==> config.mk <==
export PLATFORM = sky130hd
export DESIGN_NAME = sram_controller
export DESIGN_NICKNAME = d
export VERILOG_FILES = /design/src/rtl/sram_controller_pkg.sv /design/src/rtl/sram_controller.sv
export SDC_FILE = /design/constraint.sdc
export NUM_CORES = 1
export LEC_CHECK = 0
export BUFFER_PORTS_ARGS = -buffer_cell sky130_fd_sc_hd__buf_4
export CORE_UTILIZATION = 34
export DETAILED_ROUTE_END_ITERATION = 8
export GPL_TIMING_DRIVEN = 0
export SETUP_SLACK_MARGIN = 0.02
export SLEW_MARGIN = 40
export SYNTH_ARGS = -nofsm -noshare
export SYNTH_HDL_FRONTEND = slang
export SYNTH_SLANG_ARGS = --single-unit
export TNS_END_PERCENT = 100
==> constraint.sdc <==
create_clock -name clk -period 5 [get_ports clk]
set_input_delay 0.75 -clock clk [delete_from_list [all_inputs] [get_ports clk]]
set_output_delay 0.75 -clock clk [all_outputs]
set_load 0.02 [all_outputs]
==> src/rtl/sram_controller_pkg.sv <==
// Shared types and defaults for the 32-bit-over-16-bit SRAM access controller.
package sram_controller_pkg;

    typedef enum logic [1:0] {
        IDLE = 2'd0,
        LOW  = 2'd1,
        HIGH = 2'd2,
        DONE = 2'd3
    } state_t;

    localparam int          WAIT_CYCLES_DEFAULT   = 3;
    localparam logic [31:0] DATA_MEM_BASE_DEFAULT = 32'd1024;

endpackage

==> src/rtl/sram_controller.sv <==
// Splits each 32-bit load/store into two 16-bit SRAM phases (low half, then high half)
// and freezes the pipeline via ready until the access completes.
module sram_controller
    import sram_controller_pkg::*;
#(
    parameter int          WAIT_CYCLES   = WAIT_CYCLES_DEFAULT,
    parameter logic [31:0] DATA_MEM_BASE = DATA_MEM_BASE_DEFAULT
) (
    input  logic        clk,
    input  logic        rst,
    input  logic        rd_en,
    input  logic        wr_en,
    input  logic [31:0] address,
    input  logic [31:0] wdata,
    output logic [31:0] rdata,
    output logic        ready,
    output logic [17:0] sram_addr,
    output logic [15:0] sram_dq_out,
    input  logic [15:0] sram_dq_in,
    output logic        sram_dq_oe,
    output logic        sram_we_n
);

    localparam logic [3:0] LAST = 4'(WAIT_CYCLES - 1);

    state_t      state;
    logic [3:0]  cnt;
    logic        is_wr;
    logic [16:0] idx_q;
    logic [15:0] wdata_hi;
    logic        req;
    logic [16:0] idx;

    assign req   = rd_en | wr_en;
    // Wrap-around subtraction; only the 17-bit word index survives the truncation.
    assign idx   = 17'((address - DATA_MEM_BASE) >> 2);
    assign ready = (state == IDLE) ? ~req : (state == DONE);

    always_ff @(posedge clk) begin
        if (rst) begin
            state       <= IDLE;
            cnt         <= '0;
            is_wr       <= 1'b0;
            idx_q       <= '0;
            wdata_hi    <= '0;
            rdata       <= '0;
            sram_addr   <= '0;
            sram_dq_out <= '0;
            sram_dq_oe  <= 1'b0;
            sram_we_n   <= 1'b1;
        end else begin
            case (state)
                IDLE: begin
                    if (req) begin
                        is_wr       <= wr_en;
                        idx_q       <= idx;
                        wdata_hi    <= wdata[31:16];
                        sram_addr   <= {idx, 1'b0};
                        sram_dq_out <= wdata[15:0];
                        sram_dq_oe  <= wr_en;
                        sram_we_n   <= ~wr_en;
                        cnt         <= '0;
                        state       <= LOW;
                    end
                end
                LOW: begin
                    if (cnt == LAST) begin
                        if (!is_wr) rdata[15:0] <= sram_dq_in;
                        sram_addr   <= {idx_q, 1'b1};
                        sram_dq_out <= wdata_hi;
                        sram_we_n   <= ~is_wr;
                        cnt         <= '0;
                        state       <= HIGH;
                    end else begin
                        cnt       <= cnt + 4'd1;
                        // Strobe released one cycle early so data is held past the rising we_n.
                        sram_we_n <= ~is_wr | ((cnt + 4'd1) == LAST);
                    end
                end
                HIGH: begin
                    if (cnt == LAST) begin
                        if (!is_wr) rdata[31:16] <= sram_dq_in;
                        sram_dq_oe <= 1'b0;
                        sram_we_n  <= 1'b1;
                        cnt        <= '0;
                        state      <= DONE;
                    end else begin
                        cnt       <= cnt + 4'd1;
                        sram_we_n <= ~is_wr | ((cnt + 4'd1) == LAST);
                    end
                end
                DONE: state <= IDLE;
                default: state <= IDLE;
            endcase
        end
    end

endmodule
# Word level (Yosys, flattened, before mapping)

Cells that the tools add are included.

$add $sub $neg: 2
Equal/unequal tests: 8
Muxes and demuxes: 21
Bitwise logic cells: 5
Reduce and logical (&&, ||, !) cells: 14

Operators by type and width:

| kind                                                 | count |
|---|---|
| 2-to-1 mux 18 bit                                    | 2 |
| one-hot mux 18 bit (2 select lines)                  | 1 |
| 2-to-1 mux 16 bit                                    | 2 |
| one-hot mux 16 bit (2 select lines)                  | 1 |
| subtractor 19 x 11 -> 19 bit (second input constant) | 1 |
| AND reduction 3 bit                                  | 5 |
| equality test 4 x 2 -> 1 bit (second input constant) | 2 |
| 2-to-1 mux 4 bit                                     | 2 |
| one-hot mux 2 bit (4 select lines)                   | 1 |
| one-hot mux 4 bit (2 select lines)                   | 1 |
| 2-to-1 mux 1 bit                                     | 6 |
| 2-to-1 mux 2 bit                                     | 3 |
| != test 2 bit (second input constant)                | 3 |
| AND reduction 2 bit                                  | 3 |
| nonzero test 2 bit                                   | 3 |
| adder 4 x 1 -> 4 bit (second input constant)         | 1 |
| equality test 2 bit (second input constant)          | 2 |
| inverter 1 bit                                       | 3 |
| one-hot mux 1 bit (3 select lines)                   | 1 |
| nonzero test 3 bit                                   | 1 |
| equality test 2 x 1 -> 1 bit (second input constant) | 1 |
| logical NOT 2 bit                                    | 1 |
| bitwise OR 1 bit                                     | 2 |
| one-hot mux 1 bit (2 select lines)                   | 1 |
| OR reduction 2 bit                                   | 1 |

Flip-flop bits (word level): 108
Bits of input ports: 84
Output and inout port bits: 69

# Logic depth before layout (Yosys ltp)

Word-level depth: 5
Mapped depth: 8
Depth with buffers taken out: 6

# Least setup slack after synthesis

Ideal clock, no wire load.

Kind: input to output
Start: input port wr_en
End: output port ready
Data arrival time: 1.559 ns
Data required time: 4.250 ns
Path slack: 2.691 ns
Stages: 4
Buffers on the path: 2
Cells stage by stage: o21a_1 -> clkbuf_1 -> clkbuf_1 -> nor2_1

Longest elaborated chain between the ends: 3

RTL lines:

| item             | line                  | text |
|---|---|---|
| start, declared  | sram_controller.sv:12 | `input logic wr_en,` |
| bitwise OR 1 bit | sram_controller.sv:34 | `assign req = rd_en \| wr_en;` |
| inverter 1 bit   | sram_controller.sv:37 | `assign ready = (state == IDLE) ? ~req : (state == DONE);` |
| 2-to-1 mux 1 bit | sram_controller.sv:37 |  |
| end, declared    | sram_controller.sv:16 | `output logic ready,` |

No other way between the ends.

# Worst setup path after layout

Start: register state[0]
End: output port ready

Longest elaborated chain between the ends: 2
Elaborated cells between the ends (all ways): 3
Those cells by class: eq/ne (1); mux (1); reduce/logical (1)

RTL lines:

| item                                                            | line                  | text |
|---|---|---|
| start, declared                                                 | sram_controller.sv:26 | `state_t state;` |
| start signal, assigned                                          | sram_controller.sv:41 | `state <= IDLE;` |
| start signal, assigned                                          | sram_controller.sv:63 | `state <= LOW;` |
| start signal, assigned                                          | sram_controller.sv:73 | `state <= HIGH;` |
| equality test 2 bit / logical NOT 2 bit (equally long branches) | sram_controller.sv:37 |  |
| 2-to-1 mux 1 bit (*)                                            | sram_controller.sv:37 |  |

Mark *: on every way between the ends. The rest lies on a longest branch, timed or not.

==> key figures <==
STA
  • Max-slew violation count: 0
  • Final Skew: 0.00813 ns
  • Slew headroom: 48.8%
  • Unrepaired setup endpoints after global routing: false
  • Fmax: 0.305 GHz
  • Final Cycle Share: 65.5%
  • Final min period: 3.28 ns
  • Final setup viols: 0
  • TNS Setup: 0 ns
  • Least-Margin Pin Slew: 0.767 ns
  • Hold Vio Cnt, Final: 0
  • Hold_ws: 0.457 ns

Die
  • Starting Density: 34.9%
  • Ports: 153
  • Die extent in x: 119 µm
  • Row count: 42
  • Die height: 119 µm
  • Core area: 13300 µm²
  • Die area: 14100 µm²

Synthesis
  • Largest family of logic cells by synthesized area: compound AO/OA/AOI/OAI gates
  • Post-synth EDFFs: 0
  • Average cell area after synthesis: 8.64 µm²
  • Synth Register Bits: 108
  • Post-synth cell types: 45
  • Prevailing post-synth register cell: dfxtp_1
  • Post-Syn Instances: 538
  • Synth Area in Adders: 2.42%
  • Syn nets: 631
  • Ys async rst share: 0%
  • Seq/Total Area, Yosys: 46.5%
  • Post-Synthesis Cell Area: 4650 µm²
  • Synthesis Warnings: 0
  • Synth Area in Compound Gates: 19.9%
  • Mux share of post-synthesis cell area: 6.25%
  • Synth Area in Simple Gates: 19.1%
  • Synth Area in XOR/XNOR: 1.13%

Routing
  • Detailed Routing Iterations Pass 1: 4
  • Vias per cell: 4.97
  • Via count: 4308
  • Post-route ant nets: 0
  • Remaining DRCs: 0
  • DR WL/cell: 15.4 µm
  • Starting DRC count in detailed routing: 187
  • Total Routed Length: 13.3 mm

Worst setup path
  • Crit end category: primary output
  • Setup CP Type: flop to primary output
  • CP Capture Point: ready
  • CP Launch Point: state[0]
  • CP Buf/Inv Count: 5
  • FF-to-FF Start: state[0]
  • R2R depth: 8
  • Max FO, Critical Path: 10
  • Reg-to-reg setup timing slack: 2.49 ns
  • Req. time, crit path: 4.25 ns
  • Slowest cell on crit path: clkbuf_1
  • Cell mode on critical path: clkbuf_1
  • WP depth: 8
  • Worst R2R End: idx_q[11]
  • CP top delay family: buffers and inverters
  • Crit path DAT: 2.53 ns
  • CP cell instances: inv_1, ha_1, clkbuf_1, o21a_1, clkbuf_1, clkbuf_1, nor2_1, buf_4
  • Nature of the critical path startpoint: flop
  • Crit-path max cell delay: 0.45 ns

Clock tree
  • Root Driver: clkbuf_16
  • CTS tree: done
  • Setup bufs post-CTS: 0
  • Worst-Skew Late Latency: 0.35 ns
  • Hold buffer count at cts: 0
  • H-tree levels: 3
  • Clock-pin slew on the worst setup and hold paths: 0.07 ns
  • Post-cts resize count: 0
  • Clk buf depth: 2
  • Clock tree sinks: 108
  • Total CTS buffers: 9

Cells and area
  • Final core utilization: 46.7%
  • Most frequent cells in the layout: 139 x buf_4, 133 x nand2_1, 108 x dfxtp_1, 66 x a21oi_1, 42 x nor2_1
  • Final #Nets: 779
  • Commonest non-fill, non-tap cell in the layout: buf_4
  • Antenna diodes: 0
  • P&R area growth vs syn: 33.6%
  • Share of layout cells above drive strength 1: 27.6%

Global route
  • GRT Total Usage: 19.2%
  • Vias in the first global route: 4238
  • Grt ovf: 0
  • Antenna violations before repair: 0
  • Largest net degree at the start of global routing: 18
  • Global-route wire length before repair: 21.5 mm

Power
  • Power Dens Cells: 567 nW/µm²
  • Leak: 2.51 nW
  • Worst VDD drop: 0.178 mV

Placed design
  • Gpl congestion: 0.857
  • Placed wire-length estimate: 9.81 mm
  • I/O Buffers: 137

Run
  • Total of max-cap violations: 0

Status
  • Status: completed

Hold path
  • HP Class: flop to flop
[how the worst min path moves through the flow]
stage | end | from | cells past startpoint | slack [ns]
after floorplan | idx_q[11] | idx_q[11] | 2 | 0.43
after CTS | rdata[20] | rdata[20] | 2 | 0.46
after detailed placement | rdata[20] | rdata[20] | 2 | 0.45
after global routing | wdata_hi[6] | wdata_hi[6] | 2 | 0.48
after global placement | idx_q[11] | idx_q[11] | 2 | 0.44
final | idx_q[2] | idx_q[2] | 2 | 0.46
[cell usage after synthesis (all sizes together) (2+ instances only)]
library cell,instances,area [µm²]
xor2,2,17.5
inv,7,26.3
a2bb2oi,2,17.5
o211ai,2,15.0
a21oi,66,330
nor3,3,15.0
mux2i,29,290
and2,3,18.8
buf,12,87.6
nor2,42,158
nand2b,6,37.5
or3b,3,26.3
o221ai,3,26.3
nor3b,5,37.5
nand2,133,499
xnor2,4,35.0
nor2b,2,12.5
dfxtp,108,2160
nand3,5,25.0
nand4,4,25.0
clkbuf,27,101
ha,9,113
a211oi,30,345
o21ai,15,75.1
[logic make-up (layout without fill, tap and decap cells)]
group                      count (synthesis)  in the layout
AOI/OAI and AO/OA                        130            130
xor gates and xnor gates                   6              6
adders and majority gates                  9              9
buffers and inverters                     46            199
DFF                                      108            108
muxes                                     29             29
and+or+nand+nor                          210            210
[where the power goes]
part / switching [mW] / total, mW / internal (mW)
logic: 0.958 / 1.59 / 0.635
registers: 0.118 / 1.18 / 1.06
clock network: 0.327 / 0.745 / 0.418
total: 1.40 / 3.52 / 2.11
[sequential cells by signal (all words and copies together) (netlist names)]
| name | count |
|---|---|
| state | 2 |
| is_wr | 1 |
| wdata_hi | 16 |
| rdata | 32 |
| sram_dq_oe | 1 |
| cnt | 4 |
| sram_dq_out | 16 |
| sram_addr | 18 |
| sram_we_n | 1 |
| idx_q | 17 |
[layer usage]
layer	GRT usage, %	wire length [µm]	vias up
li1	-	-	2137
met1	23.4	6030	2032
met2	32.9	6250	129
met3	6.23	928	10
met4	4.59	113	0
met5	0	0	-
[tightest hold or removal path: cells and delay by family, from the launching register on]
kind	cells	cell delay, ns
AO/OA/AOI/OAI	1	0.05
flip-flops	1	0.31
AND/OR/NAND/NOR	1	0.05
[through the flow]
step           power [mW]  instance area (µm²)  setup slack, ns  cells
2_1_floorplan        2.27                 4650             2.69    538
3_3_place_gp         2.76                 5890             2.11    851
3_5_place_dp         2.80                 5890             2.11    851
4_1_cts              3.55                 6200             1.71    867
5_1_grt              3.74                 6200             1.51    867
6_report             3.52                 6200             1.72    867
[final cells by class]
class	instances	area (µm²)
buffer	39	189
clock buffer	11	253
clock inverter	5	57.6
fill	1276	7090
inverter	7	26.3
multi-input combinational	384	2270
sequential	108	2160
tap	176	220
timing repair buffer	137	1030
(Power assumes the default switching activity.)
